==> src/rtl/qeciphy_pkg.sv <==
// Shared types, constants and helpers for the QECIPHY AXIS built-in self test.
package qeciphy_pkg;

    typedef enum logic [1:0] {
        S_IDLE      = 2'd0,
        S_WAIT_LINK = 2'd1,
        S_RUN       = 2'd2,
        S_DONE      = 2'd3
    } bist_state_e;

    typedef enum logic [1:0] {
        STATUS_OK        = 2'd0,
        STATUS_MISMATCH  = 2'd1,
        STATUS_TIMEOUT   = 2'd2,
        STATUS_LINK_LOST = 2'd3
    } bist_status_e;

    // Fibonacci taps for x^32 + x^22 + x^2 + x + 1 (x^k maps to state bit k-1).
    localparam logic [31:0] LFSR_TAPS = 32'h8020_0003;

    // Data path is built from 32-bit lanes.
    localparam int LANE_W = 32;

    function automatic logic [31:0] lfsr_next(input logic [31:0] s);
        return {s[30:0], ^(s & LFSR_TAPS)};
    endfunction

    function automatic bit data_w_ok(input int w);
        return (w >= LANE_W) && ((w % LANE_W) == 0);
    endfunction

endpackage

==> src/rtl/qeciphy_axis_bist_if.sv <==
// AXI-Stream bundle used for both the TX source and the RX sink of the BIST.
interface qeciphy_axis_bist_if #(
    parameter int DATA_W = 64
) ();

    logic [DATA_W-1:0] tdata;
    logic              tvalid;
    logic              tready;

    modport master (output tdata, output tvalid, input tready);
    modport slave  (input tdata, input tvalid, output tready);

endinterface

==> src/rtl/qeciphy_bist_pattern.sv <==
// Test pattern generator: counter words or 32-bit-lane PRBS words, one step per advance.
module qeciphy_bist_pattern
    import qeciphy_pkg::*;
#(
    parameter int          DATA_W = 64,
    parameter int          IDX_W  = 12,
    parameter logic [31:0] SEED   = 32'hACE1_2024
) (
    input  logic              aclk,
    input  logic              arstn,
    input  logic              mode,
    input  logic              load,
    input  logic              advance,
    output logic [DATA_W-1:0] word
);

    localparam int LANES = DATA_W / LANE_W;

    logic [IDX_W-1:0] cnt;
    logic [31:0]      lfsr;

    // Word index and LFSR state move together so both patterns stay aligned to the beat number.
    always_ff @(posedge aclk or negedge arstn) begin
        if (!arstn) begin
            cnt  <= '0;
            lfsr <= SEED;
        end else if (load) begin
            cnt  <= '0;
            lfsr <= SEED;
        end else if (advance) begin
            cnt  <= cnt + 1'b1;
            lfsr <= lfsr_next(lfsr);
        end
    end

    // Counter words are zero-extended; PRBS lanes carry the shared state XORed with the lane number.
    always_comb begin
        word = '0;
        if (mode) begin
            for (int l = 0; l < LANES; l++) begin
                word[LANE_W*l +: LANE_W] = lfsr ^ 32'(l);
            end
        end else begin
            word = DATA_W'(cnt);
        end
    end

endmodule

==> src/rtl/qeciphy_axis_bist.sv <==
// AXIS loopback BIST: streams a known pattern to PHY TX and checks what returns on PHY RX.
module qeciphy_axis_bist
    import qeciphy_pkg::*;
#(
    parameter int          DATA_W         = 64,
    parameter int          SEQ_LEN        = 2048,
    parameter int          TIMEOUT_CYCLES = 131072,
    parameter logic [31:0] SEED           = 32'hACE1_2024,
    localparam int         IDX_W          = $clog2(SEQ_LEN + 1)
) (
    input  logic                aclk,
    input  logic                arstn,
    input  logic                start,
    input  logic                mode,
    input  logic                link_ready,
    qeciphy_axis_bist_if.master tx,
    qeciphy_axis_bist_if.slave  rx,
    output logic                busy,
    output logic                done,
    output logic                pass,
    output logic [1:0]          status_code,
    output logic [15:0]         err_cnt,
    output logic [15:0]         extra_cnt,
    output logic [IDX_W-1:0]    first_err_idx
);

    localparam int               TMO_W    = $clog2(TIMEOUT_CYCLES + 1);
    localparam logic [IDX_W-1:0] SEQ_IDX  = IDX_W'(SEQ_LEN);
    localparam logic [TMO_W-1:0] TMO_LAST = TMO_W'(TIMEOUT_CYCLES - 1);

    if (!data_w_ok(DATA_W) || SEQ_LEN < 1 || SEED == 32'd0) begin : g_bad_params
        $error("qeciphy_axis_bist: illegal DATA_W, SEQ_LEN or SEED");
    end

    bist_state_e       state, state_nxt;
    bist_status_e      status_q, status_nxt;
    logic              mode_q;
    logic [IDX_W-1:0]  tx_idx, rx_idx, tx_idx_nxt, rx_idx_nxt;
    logic [TMO_W-1:0]  tmo_cnt;
    logic [DATA_W-1:0] tx_word, exp_word;
    logic              in_run, start_ok, tx_hs, rx_hs, rx_check, rx_extra, rx_mis;

    assign in_run     = (state == S_RUN);
    assign start_ok   = start && ((state == S_IDLE) || (state == S_DONE));
    assign tx.tvalid  = in_run && (tx_idx != SEQ_IDX);
    assign tx.tdata   = tx_word;
    assign rx.tready  = arstn;
    assign tx_hs      = tx.tvalid && tx.tready;
    assign rx_hs      = rx.tvalid && rx.tready;
    assign rx_check   = rx_hs && in_run && (rx_idx != SEQ_IDX);
    assign rx_extra   = rx_hs && !rx_check;
    assign rx_mis     = rx_check && (rx.tdata != exp_word);
    assign tx_idx_nxt = tx_idx + IDX_W'(tx_hs);
    assign rx_idx_nxt = rx_idx + IDX_W'(rx_check);

    assign busy        = (state == S_WAIT_LINK) || in_run;
    assign done        = (state == S_DONE);
    assign status_code = status_q;
    assign pass        = done && (status_q == STATUS_OK) && (extra_cnt == 16'd0);

    qeciphy_bist_pattern #(.DATA_W(DATA_W), .IDX_W(IDX_W), .SEED(SEED)) u_tx_pattern (
        .aclk(aclk), .arstn(arstn), .mode(mode_q), .load(start_ok), .advance(tx_hs), .word(tx_word)
    );

    qeciphy_bist_pattern #(.DATA_W(DATA_W), .IDX_W(IDX_W), .SEED(SEED)) u_rx_pattern (
        .aclk(aclk), .arstn(arstn), .mode(mode_q), .load(start_ok), .advance(rx_check), .word(exp_word)
    );

    // State and result registers.
    always_ff @(posedge aclk or negedge arstn) begin
        if (!arstn) begin
            state    <= S_IDLE;
            status_q <= STATUS_OK;
        end else begin
            state    <= state_nxt;
            status_q <= status_nxt;
        end
    end

    // Next state; a run exit uses post-handshake indices and prefers completion, then link loss, then timeout.
    always_comb begin
        state_nxt  = state;
        status_nxt = status_q;
        case (state)
            S_IDLE, S_DONE: begin
                if (start) state_nxt = S_WAIT_LINK;
            end
            S_WAIT_LINK: begin
                if (link_ready) state_nxt = S_RUN;
            end
            S_RUN: begin
                if ((tx_idx_nxt == SEQ_IDX) && (rx_idx_nxt == SEQ_IDX)) begin
                    state_nxt  = S_DONE;
                    status_nxt = ((err_cnt != 16'd0) || rx_mis) ? STATUS_MISMATCH : STATUS_OK;
                end else if (!link_ready) begin
                    state_nxt  = S_DONE;
                    status_nxt = STATUS_LINK_LOST;
                end else if (tmo_cnt == TMO_LAST) begin
                    state_nxt  = S_DONE;
                    status_nxt = STATUS_TIMEOUT;
                end
            end
            default: state_nxt = S_IDLE;
        endcase
    end

    // Beat indices, timeout counter and error bookkeeping; a new start wipes the previous run.
    always_ff @(posedge aclk or negedge arstn) begin
        if (!arstn) begin
            mode_q        <= 1'b0;
            tx_idx        <= '0;
            rx_idx        <= '0;
            tmo_cnt       <= '0;
            err_cnt       <= '0;
            extra_cnt     <= '0;
            first_err_idx <= '1;
        end else if (start_ok) begin
            mode_q        <= mode;
            tx_idx        <= '0;
            rx_idx        <= '0;
            tmo_cnt       <= '0;
            err_cnt       <= '0;
            extra_cnt     <= '0;
            first_err_idx <= '1;
        end else begin
            tx_idx <= tx_idx_nxt;
            rx_idx <= rx_idx_nxt;
            if (in_run) tmo_cnt <= tmo_cnt + 1'b1;
            if (rx_mis) begin
                if (err_cnt != 16'hFFFF) err_cnt <= err_cnt + 16'd1;
                if (first_err_idx == '1) first_err_idx <= rx_idx;
            end
            if (rx_extra && (extra_cnt != 16'hFFFF)) extra_cnt <= extra_cnt + 16'd1;
        end
    end

endmodule

==> src/flat_wrapper.sv <==
// flat-port wrapper written by rule: the top's interface ports become plain ports
module qeciphy_axis_bist_flat import qeciphy_pkg::*;
#(
    parameter int          DATA_W         = 64,
    parameter int          SEQ_LEN        = 2048,
    parameter int          TIMEOUT_CYCLES = 131072,
    parameter logic [31:0] SEED           = 32'hACE1_2024,
    localparam int         IDX_W          = $clog2(SEQ_LEN + 1)
)
  (aclk, arstn, start, mode, link_ready, busy, done, pass, status_code, err_cnt, extra_cnt, first_err_idx, tx_tdata, tx_tvalid, tx_tready, rx_tdata, rx_tvalid, rx_tready);
  qeciphy_axis_bist_if #(.DATA_W(DATA_W)) tx_i ();
  qeciphy_axis_bist_if #(.DATA_W(DATA_W)) rx_i ();
  input  logic aclk;
  input  logic arstn;
  input  logic start;
  input  logic mode;
  input  logic link_ready;
  output logic busy;
  output logic done;
  output logic pass;
  output logic [1:0] status_code;
  output logic [15:0] err_cnt;
  output logic [15:0] extra_cnt;
  output logic [IDX_W-1:0] first_err_idx;
  output wire logic [$bits(tx_i.tdata)-1:0] tx_tdata;
  output wire logic [$bits(tx_i.tvalid)-1:0] tx_tvalid;
  input wire logic [$bits(tx_i.tready)-1:0] tx_tready;
  input wire logic [$bits(rx_i.tdata)-1:0] rx_tdata;
  input wire logic [$bits(rx_i.tvalid)-1:0] rx_tvalid;
  output wire logic [$bits(rx_i.tready)-1:0] rx_tready;
  assign tx_tdata = tx_i.tdata;
  assign tx_tvalid = tx_i.tvalid;
  assign tx_i.tready = tx_tready;
  assign rx_i.tdata = rx_tdata;
  assign rx_i.tvalid = rx_tvalid;
  assign rx_tready = rx_i.tready;
  qeciphy_axis_bist #(.DATA_W(DATA_W), .SEQ_LEN(SEQ_LEN), .TIMEOUT_CYCLES(TIMEOUT_CYCLES), .SEED(SEED)) u_core (.aclk(aclk), .arstn(arstn), .start(start), .mode(mode), .link_ready(link_ready), .tx(tx_i), .rx(rx_i), .busy(busy), .done(done), .pass(pass), .status_code(status_code), .err_cnt(err_cnt), .extra_cnt(extra_cnt), .first_err_idx(first_err_idx));
endmodule
==> config.mk <==
export PLATFORM = sky130hd
export DESIGN_NAME = qeciphy_axis_bist_flat
export DESIGN_NICKNAME = d
export VERILOG_FILES = /design/src/rtl/qeciphy_pkg.sv /design/src/rtl/qeciphy_axis_bist_if.sv /design/src/rtl/qeciphy_bist_pattern.sv /design/src/rtl/qeciphy_axis_bist.sv /design/src/flat_wrapper.sv
export SDC_FILE = /design/constraint.sdc
export NUM_CORES = 1
export LEC_CHECK = 0
export ABC_AREA = 1
export CAP_MARGIN = 5
export CORE_MARGIN = 4
export CORE_UTILIZATION = 33
export CTS_CLUSTER_DIAMETER = 60
export DETAILED_ROUTE_END_ITERATION = 12
export PLACE_DENSITY = 0.56
export SYNTH_ARGS = -nofsm -noshare
export SYNTH_HDL_FRONTEND = slang
export SYNTH_SLANG_ARGS = --single-unit
==> constraint.sdc <==
create_clock -name aclk -period 5.37 [get_ports aclk]
set_input_delay 1.611 -clock aclk [delete_from_list [all_inputs] [get_ports aclk]]
set_output_delay 1.611 -clock aclk [all_outputs]
set_load 0.01 [all_outputs]
==> results_tabular.tex <==
\begin{tabular}{lr}
\hline
Metric & Value \\
\hline
\multicolumn{2}{l}{\textbf{Clock tree}} \\
Largest buffer count on any clock path & 2 \\
Post-CTS Resized & 0 \\
Root Buffer Master & clkbuf\_16 \\
\# H-tree levels & 4 \\
Number of hold-repair buffers added at the cts stage & 0 \\
Clock slew at the register clock pins of the worst setup and hold paths & roughly 0.07 ns \\
Number of clock buffers inserted by TritonCTS & 17 \\
Total clock sinks & 179 \\
Later-pin clock latency in the skew report & $\sim$0.44 ns \\
Setup fix buffers added after clock tree synthesis & 0 \\
Clock tree from TritonCTS & yes \\
\multicolumn{2}{l}{\textbf{Place}} \\
Placer's final routability congestion estimate & between 0.8 and 0.9 \\
Area after DPL & 0.0132 mm\^{}2 \\
HPWL Detailed & about 23000 um \\
Count of port buffers added during placement & between 150 and 200 \\
\multicolumn{2}{l}{\textbf{Synth}} \\
Syn\_nets & 1680 \\
Avg Synthesized Cell Area & $\sim$6.9 um\^{}2 \\
Warnings, synthesis & 0 \\
Fraction of the yosys area taken by sequential cells & about 40\% \\
Mapped Area & between 0.01 and 0.015 mm\^{}2 \\
Gate count of the mapped netlist & between 1500 and 2000 \\
Register bit count reported by yosys & approximately 180 \\
Unique masters post-synth & 38 \\
\multicolumn{2}{l}{\textbf{Critical path}} \\
Worst Reg-to-Reg Cells & 22 \\
CP max stage cell & clkdlybuf4s50\_1 \\
CP Buf/Inv Count & 1 \\
Worst stage delay on the critical path & around 0.59 ns \\
Capture point of the worst path & pass \\
Top cell family by delay on the critical path & simple AND/OR/NAND/NOR gates \\
Cells along the critical path & ha\_1 -> nand2\_1 -> nor3\_1 -> nand3\_1 -> nor4\_1 -> clkdlybuf4s50\_1 \\
Setup slack on the worst flop-to-flop path & around 1.5 ns \\
Startpoint of the worst register-to-register path & u\_core.state[0] \\
Worst setup EP type & primary output \\
Instance count on the critical path & 6 \\
Critical path arrival & about 2.8 ns \\
Category of the most critical setup path & reg -> out \\
CP Max Fanout & 4 \\
Critical Path Start & u\_core.state[0] \\
Required arrival time at the worst endpoint & about 3.8 ns \\
FF-to-FF End & u\_core.state[0] \\
Startpoint kind of the worst setup timing path & flip-flop \\
\multicolumn{2}{l}{\textbf{Run}} \\
Number of maximum-capacitance violations & 0 \\
\multicolumn{2}{l}{\textbf{STA}} \\
Period utilisation layout & between 80\% and 90\% \\
Setup violation total in the final timing report & 0 \\
Pin slew with the least headroom to its limit & 1.14 ns \\
Post-route clock skew & approximately 0.015 ns \\
Setup TNS & 0 ns \\
Headroom to the max-slew limit & between 20\% and 30\% \\
Unrepaired setup endpoints after global routing & no \\
Final critical path time including I/O delays and setup & roughly 4.4 ns \\
Final count of hold timing violations & 0 \\
Max Clk Rate & between 200 and 250 MHz \\
Final count of pins violating max slew & 0 \\
Worst Hold Margin & 0.476 ns \\
\multicolumn{2}{l}{\textbf{Floorplan}} \\
Initial Utilization & 33.7\% \\
X dimension of the die & around 190 um \\
Row count & 66 \\
Core Box Area & approximately 0.033 mm\^{}2 \\
Number of top-level pins & roughly 190 \\
Vertical die dimension & 191 um \\
Die outline area & about 0.036 mm\^{}2 \\
\multicolumn{2}{l}{\textbf{GRT}} \\
Antenna violations before repair & 1 \\
Final global-route overflow total & 0 \\
Aggregate global-route resource usage & between 10\% and 20\% \\
First-pass GRT wire length & just over 50000 um \\
Via count of the first global-routing pass & just over 10000 \\
Maximum number of pins on one net before global-route repair & roughly 150 \\
\multicolumn{2}{l}{\textbf{Drt}} \\
Routed via count & around 10000 \\
DR WL/cell & between 10 and 15 um \\
Vias per Instance & approximately 4.8 \\
Post-route antenna net violation count & 0 \\
Detailed-routing iteration count for the pre-antenna-repair pass & 5 \\
Final routed DRC violation total & 0 \\
Number of violations reported at the end of detailed-routing iteration 0 & 575 \\
Post-detailed-routing wire length & a little over 30000 um \\
\multicolumn{2}{l}{\textbf{Cells and area}} \\
Diodes inserted & 0 \\
Proportion of layout cells with a drive suffix above 1 & between 5 and 6\% \\
Area delta synth->final & 24.5\% \\
Summed area of non-filler cells in the final layout & around 0.014 mm\^{}2 \\
Most common cell after layout, fill and taps aside & nand2\_1 \\
Total Nets Final & between 1500 and 2000 \\
Most frequent cells in the layout & 467 x nand2\_1, 261 x inv\_1, 184 x clkdlybuf4s50\_1 \\
\multicolumn{2}{l}{\textbf{Pwr}} \\
Leakage power summed over all cells & between 0.006 and 0.007 uW \\
Worst ir drop on vdd & about 0.18 mV \\
Total power divided by cell area & $\sim$380 mW/mm\^{}2 \\
\multicolumn{2}{l}{\textbf{Min path}} \\
Min-Delay Path Depth & 2 \\
HP Class & reg -> reg \\
\multicolumn{2}{l}{\textbf{Outcome}} \\
Status & finished, final reports clean \\
\hline
\end{tabular}
worst min-delay path by stage:
| stage | startpoint | to | slack (ns) |
|---|---|---|---|
| global placement | u_core.first_err_idx[9] | u_core.first_err_idx[9] | 0.46 |
| finish | u_core.first_err_idx[3] | u_core.first_err_idx[3] | 0.48 |
| detailed placement | u_core.first_err_idx[8] | u_core.first_err_idx[8] | 0.47 |
| floorplan | u_core.tmo_cnt[17] | u_core.tmo_cnt[17] | 0.43 |
| global route | u_core.first_err_idx[3] | u_core.first_err_idx[3] | 0.49 |
| CTS | u_core.first_err_idx[8] | u_core.first_err_idx[8] | 0.48 |
registers in the layout, summed over array words and instances, names as in the netlist:
register and cells:
u_core.err_cnt 16, u_core.u_rx_pattern.cnt 12, u_core.first_err_idx 12, u_core.tx_idx 12, u_core.u_tx_pattern.lfsr 32, u_core.u_tx_pattern.cnt 12, u_core.mode_q 1, u_core.tmo_cnt 18
u_core.rx_idx 12, u_core.u_rx_pattern.lfsr 32, u_core.extra_cnt 16, u_core.status_code 2, u_core.state 2
routing by layer:
| layer | wire length, um | GRT usage [%] | part of all wire (%) |
|---|---|---|---|
| met5 | 7 | 0 | 0.022 |
| met4 | 614 | 4.45 | 2.0 |
| met3 | 1340 | 2.57 | 4.3 |
| met2 | 14500 | 28.3 | 47 |
| met1 | 14700 | 23.0 | 47 |
final cells by class:
cell class	instances	area, um^2
Multi-Input combinational cell	1081	5140
Fill cell	3435	19000
Clock inverter	15	181
Inverter	264	991
Timing Repair Buffer	195	1940
Clock buffer	17	425
Tap cell	442	553
Sequential cell	179	4530
cell usage after synthesis, drive strengths merged:
cell,count,area share (%)
nand2,469,16
inv,263,8.9
nor2,174,5.9
dfrtp,145,33
nand3,115,5.4
o21ai,52,2.4
o22ai,41,2.3
buf,40,2.6
nand4,40,2.3
a21oi,36,1.6
dfstp,34,8.1
clkbuf,31,1.1
nor3,31,1.4
xor2,21,1.7
a22oi,20,1.4
nand3b,18,1.2
ha,14,1.6
nor4,13,0.74
xnor2,10,0.79
o31ai,7,0.48
or2,5,0.28
a31oi,4,0.23
nor3b,3,0.20
o211ai,2,0.18
o21a,2,0.14
o221ai,2,0.16
a21boi,1,0.068
a41oi,1,0.079
clkinv,1,0.034
tightest hold or removal path, delay by kind of cell (launching register included):
| kind | cells | cell delay (ns) |
|---|---|---|
| simple gates | 2 | 0.10 |
| flops | 1 | 0.38 |
where the power goes:
group          internal (uW)  switching [uW]
clock network            674             629
registers               1610             290
logic                    838            1240
per-stage QoR:
stage	utilization (%)	instances	setup slack, ns	total power [uW]
after floorplan	-	1595	1.49	3220
after global placement	40.1	2161	0.913	4000
after detailed placement	40.1	2161	0.812	4020
after CTS	42.0	2193	0.933	5350
after global routing	42.0	2193	0.836	5660
final	42.0	2193	1.01	5270
logic make-up (layout without fill, tap and decap cells):
kind of cell / count (synthesis) / count (layout) / synth area share, %
simple gates: 868 / 868 / 33.4
buf+inv: 335 / 491 / 12.6
flops: 179 / 179 / 40.9
compound gates: 168 / 168 / 8.99
xor+xnor: 31 / 31 / 2.46
fa+ha+maj: 14 / 14 / 1.59
(Power assumes the default switching activity.)
==> edit 1 (same settings) <==
Encoding of `bist_state_e`: now one-hot (4 bits for 4 states).
--- a/src/rtl/qeciphy_pkg.sv
+++ b/src/rtl/qeciphy_pkg.sv
@@ -2,9 +2,9 @@
 package qeciphy_pkg;
 
-    typedef enum logic [1:0] {
-        S_IDLE      = 2'd0,
-        S_WAIT_LINK = 2'd1,
-        S_RUN       = 2'd2,
-        S_DONE      = 2'd3
+    typedef enum logic [3:0] {
+        S_IDLE      = 4'b0001,
+        S_WAIT_LINK = 4'b0010,
+        S_RUN       = 4'b0100,
+        S_DONE      = 4'b1000
     } bist_state_e;
 
Check against the original RTL: no difference found for any inputs over 4 cycles, from zero or initial values and one cycle with arstn low; so few cycles prove little.
==> edit 1 against the original RTL <==
  * Design area rose by 1.8%
  * Largest power group is now sequential cells
  * Wire length rose by 2.1%
  * Synthesized area rose by 2.3%
  * Power fell by 5.0%
  * Critical endpoint is now tx_tdata[0]
  * Largest cell class unchanged
  * Sequential cell count rose by 2
  * Worst setup slack barely moved
  * Non-clock buffer count rose by 3
  * Global-route usage barely moved
  * Critical path type unchanged
  * Combinational power fell by 13%
==> edit 1: results (changes against the original RTL) <==
- Mapped Cells: 1625 (+1.9%)
- Most frequent cells after synthesis: nand2_1, inv_1, nor2_1
- Seq/Total Area, Yosys: 40.5% (-0.45 points)
- Cell variety after synth: 44 (+16%)
- Inserted Clock Buffers: 17 (unchanged)
- Wl on met1: 14800 um (+1.1%)
- WL/cell: 14.3 um (+0.54%)
- Status: complete, no violations
- GRT Util Overall: 16.9% (about the same)
- Layout Nets: 1849 (+1.4%)
- CP max-delay cell: dfrtp_4
- Crit path to: tx_tdata[0]
- Bufs on Longest Clock Path: 2 (unchanged)
- Max layer used: met4
- Vias per cell: 4.72 (-1.2%)
- Fmax: 229 MHz (about the same)
- Iteration-0 DRC Markers: 666 (+16%)
- Final WL: 31800 um (+2.1%)
- Synthesis Warnings: 0 (unchanged)
- Largest net degree at the start of global routing: 118 (-22%)
- Vias in the first global route: 10.1k (-0.39%)
- Resized cells post-CTS: 0 (unchanged)
- Hold path depth: 1 (-1)
- Hold WC Path Type: reg -> reg
- Worst slew pin tran: 1.13 ns (-0.00664 ns)
- Antenna violations before repair: 0 (-1)
- Hpwl dp: 23700 um (+4.3%)
- FILL cells: 3452 (+0.49%)
- CP startpoint: u_core.mode_q
- Syn nets: 1707 (+1.6%)
- R2r worst-path depth: 21 (-4.5%)
- GPL Wtd Cong: 0.860 (+0.77%)
- Metal2 WL: 14900 um (+2.6%)
- CTS clock-pin slew for the worst setup and hold paths: 0.07 ns (about the same)
- CP arrival: 2.75 ns (about the same)
- Worst-case clock skew: 0.0159 ns (+0.00116 ns)
- Share of cells above drive strength 1: 5.51% (+0.25 points)
- Number of port buffers: 185 (unchanged)
- Setup TNS: 0 ns (unchanged)
- Biggest registers after layout: u_core.u_rx_pattern.lfsr x32, u_core.u_tx_pattern.lfsr x32, u_core.tmo_cnt x18
- Area contributors post-synth: dfrtp_1, nand2_1, inv_1
- Pre-CTS setup slack: 0.725 ns (-0.0868 ns)
- Setup slack, reg-to-reg: 1.93 ns (+0.46 ns)
- Inst Count DP: 2196 (+1.6%)
- Setup bufs post-CTS: 0 (unchanged)
- Setup CP Type: reg -> out
- Asr flop ratio synth: 100% (unchanged)
- Leak: 6.84 nW (+2.0%)
- Worst Path Max Fanout: 117 (+113)
- R2r endpoint: u_core.status_code[1]
- Peak VDD IR: 0.203 mV (+12%)
- R2R Path Start: u_core.state[0]
- Delay of the slowest critical-path stage: 1.15 ns (+0.56 ns)
- First-pass GRT wire length: 51200 um (+1.1%)
- Clock latency on the worst-skew pair: 0.44 ns (about the same)
- Met3 routed WL: 1620 um (+21%)
- H-tree levels: 4 (unchanged)
- Ant diodes: 0 (unchanged)
-- edit 1: changes by cell type after synthesis, sizes merged, moves of 5 or more --
| cell | change |
|---|---|
| nor2 | -13 |
| nand3 | +11 |
| inv | +10 |
| clkbuf | -8 |
| a21oi | -5 |
| xor2 | +19 |
| o21ai | +5 |
| buf | +12 |
-- edit 1: metrics by stage --
step                      cell area (um^2)  power, mW
after floorplan                      11300       3.01
after global placement               13400       3.73
after detailed placement             13400       3.75
after CTS                            14000       5.09
after global routing                 14000       5.38
final                                14000       5.01
-- edit 1: worst min-delay path by stage --
stage | start | to | slack [ns]
floorplan | u_core.tmo_cnt[17] | u_core.tmo_cnt[17] | 0.43
global placement | u_core.tmo_cnt[17] | u_core.tmo_cnt[17] | 0.46
detailed placement | u_core.tmo_cnt[17] | u_core.tmo_cnt[17] | 0.46
CTS | u_core.tmo_cnt[17] | u_core.tmo_cnt[17] | 0.47
global route | u_core.first_err_idx[11] | u_core.first_err_idx[11] | 0.49
finish | u_core.tmo_cnt[17] | u_core.tmo_cnt[17] | 0.47
-- edit 1: where the power goes --
part | internal (mW) | switching [mW] | total, mW
logic | 0.755 | 1.04 | 1.80
registers | 1.59 | 0.311 | 1.91
clock network | 0.718 | 0.593 | 1.31
-- edit 1: area by class of cell --
cell class / count / share of cell area [%]
inverter: 274 / 7.35
tap: 448 / 4.00
clock inverter: 13 / 1.16
sequential: 181 / 32.7
timing repair buffer: 198 / 13.9
multi-input combinational: 1095 / 37.7
clock buffer: 19 / 3.16
-- edit 1: worst max-delay path: cells and delay by family, from the launching register on --
kind            cells  cell delay, ns
compound gates      1            0.09
simple gates        1            0.26
buf+inv             2            0.81
flops               1            1.15
-- edit 1: logic make-up after synthesis --
logic type,count (synthesis),synth area share (%)
compound gates,169,8.84
fa+ha+maj,11,1.22
buf+inv,349,12.9
flops,181,40.5
simple gates,868,33.0
xor+xnor,47,3.64
-- edit 1: layer usage --
metal / track usage (%) / up-vias
li1: - / 5436
met5: 0 / -
met3: 3.66 / 26
met4: 3.89 / 0
met1: 22.6 / 4868
met2: 28.4 / 188
==> edit 2 (config.mk and constraints unchanged) <==
Made on the original files. `TIMEOUT_CYCLES` is set to 131072 in 2 places; all go to 65536.
--- a/src/rtl/qeciphy_axis_bist.sv
+++ b/src/rtl/qeciphy_axis_bist.sv
@@ -5,5 +5,5 @@
     parameter int          DATA_W         = 64,
     parameter int          SEQ_LEN        = 2048,
-    parameter int          TIMEOUT_CYCLES = 131072,
+    parameter int          TIMEOUT_CYCLES = 65536,
     parameter logic [31:0] SEED           = 32'hACE1_2024,
     localparam int         IDX_W          = $clog2(SEQ_LEN + 1)
--- a/src/flat_wrapper.sv
+++ b/src/flat_wrapper.sv
@@ -4,5 +4,5 @@
     parameter int          DATA_W         = 64,
     parameter int          SEQ_LEN        = 2048,
-    parameter int          TIMEOUT_CYCLES = 131072,
+    parameter int          TIMEOUT_CYCLES = 65536,
     parameter logic [31:0] SEED           = 32'hACE1_2024,
     localparam int         IDX_W          = $clog2(SEQ_LEN + 1)
Formal check against the unedited RTL: same outputs for any inputs over 4 cycles, from zero or initial values and one cycle with arstn low; that may be too few to reach the edited logic, so the function may still have changed.
==> edit 2 against the original RTL <==
  * Synthesized area down 0.76%
  * Sequential power down 3%
  * Wire length down 4.5%
  * Worst setup slack better by 0.19 ns
  * Sequential cell count down 1
  * Power down 0.15%
  * Die area down 0.73%
  * Cell count down 1.5%
  * Design area down 0.74%
  * Register-to-register slack worse by 0.03 ns
  * Global-route usage down 0.41 points
  * Largest cell class unchanged
  * Largest power group unchanged
==> edit 2: results (changes against the original RTL) <==
- Status: complete, no violations
- Met2 GRT Util: 27.1% (-1.2 points)
- Seq/total area: 32.9% (+0.043 points)
- Largest net degree at the start of global routing: 167 (+11%)
- CP top delay family: buffers and inverters
- Seq_cells: 178 (-0.56%)
- Seq/Total Area, Yosys: 41.0% (+0.085 points)
- Final-layout non-clock buffer area share: 14.3% (+0.21 points)
- Biggest registers after layout: u_core.u_rx_pattern.lfsr x32, u_core.u_tx_pattern.lfsr x32, u_core.tmo_cnt x17
- # clk buffers: 22 (+5)
- Peak VDD IR: 0.210 mV (+16%)
- Cell variety after synth: 40 (+5.3%)
- Area fraction of the dominant cell type after synthesis: 32.9% (about the same)
- Routing usage on met3: 3.20% (+0.63 points)
- Vias in the first global route: 9864 (-3.1%)
- Inverters: 266 (+0.76%)
- Antenna violations before repair: 0 (-1)
- Vias post-DR: 10.1k (-3.3%)
- Die area: 36200 um^2 (-0.73%)
- Comb_multi_in: 1046 (-3.2%)
- Pre-antenna DRT Iters: 4 (-1)
- Max layer used: met4
- Wl on met1: 14400 um (-1.9%)
- Iteration-0 DRC Markers: 515 (-10%)
- Worst Path Max Fanout: 58 (+54)
- Worst slew pin tran: 1.15 ns (+0.00943 ns)
- WL/cell: 13.8 um (-3.1%)
- Syn nets: 1644 (-2.1%)
- Leak: 6.55 nW (-2.3%)
- Net switching power: 2.10 mW (-2.8%)
- Hpwl dp: 21800 um (-4.1%)
- First-pass GRT wire length: 49600 um (-2.1%)
- Met1 Usage GRT: 22.6% (-0.40 points)
- Total power: 5.27 mW (-0.15%)
- Pre-CTS setup slack: 0.821 ns (+0.00965 ns)
- CP max-delay cell: dfrtp_2
- Area contributors post-synth: dfrtp_1, nand2_1, inv_1
- Metal2 WL: 13600 um (-6.4%)
- CP arrival: 2.56 ns (-0.19 ns)
- Final WL: 29800 um (-4.5%)
- Met3 routed WL: 1340 um (about the same)
- Most frequent cells after synthesis: nand2_1, inv_1, nor2_1
- Logic pwr share: 41.4% (+2.0 points)
- Placed Area: 13100 um^2 (-0.52%)
- Inst Count DP: 2129 (-1.5%)
- CP startpoint: u_core.mode_q
- Delay of the slowest critical-path stage: 0.78 ns (+0.19 ns)
## edit 2: cell types whose count changed in the layout (fill, tap and decap cells not counted), moves of 6 or more
| cell | change |
|---|---|
| nor3_1 | +8 |
| o21ai_0 | +8 |
| inv_8 | -6 |
| nor2_1 | -19 |
| nand2_1 | -28 |
| nand3_1 | -23 |
| xor2_1 | +10 |
## edit 2: path summary, 6_finish.rpt
path                                              end  slack, ns  cells past startpoint
worst max-delay path                     tx_tdata[29]       1.20                      4
worst min-delay path               u_core.tmo_cnt[15]       0.46                      1
worst max register to register  u_core.status_code[0]       1.44                     22
worst min register to register     u_core.tmo_cnt[15]       0.46                      1
max in group asynchronous            u_core.rx_idx[4]       3.03                      2
min in group asynchronous           u_core.tmo_cnt[4]       1.03                      1
## edit 2: kinds of logic (layout without fill, tap and decap cells)
logic type	after synthesis	in the layout	share of synthesized area [%]
buf+inv	334	495	12.7
flops	178	178	41.0
compound gates	179	179	9.58
simple gates	808	808	31.4
fa+ha+maj	15	15	1.71
xor+xnor	44	44	3.51
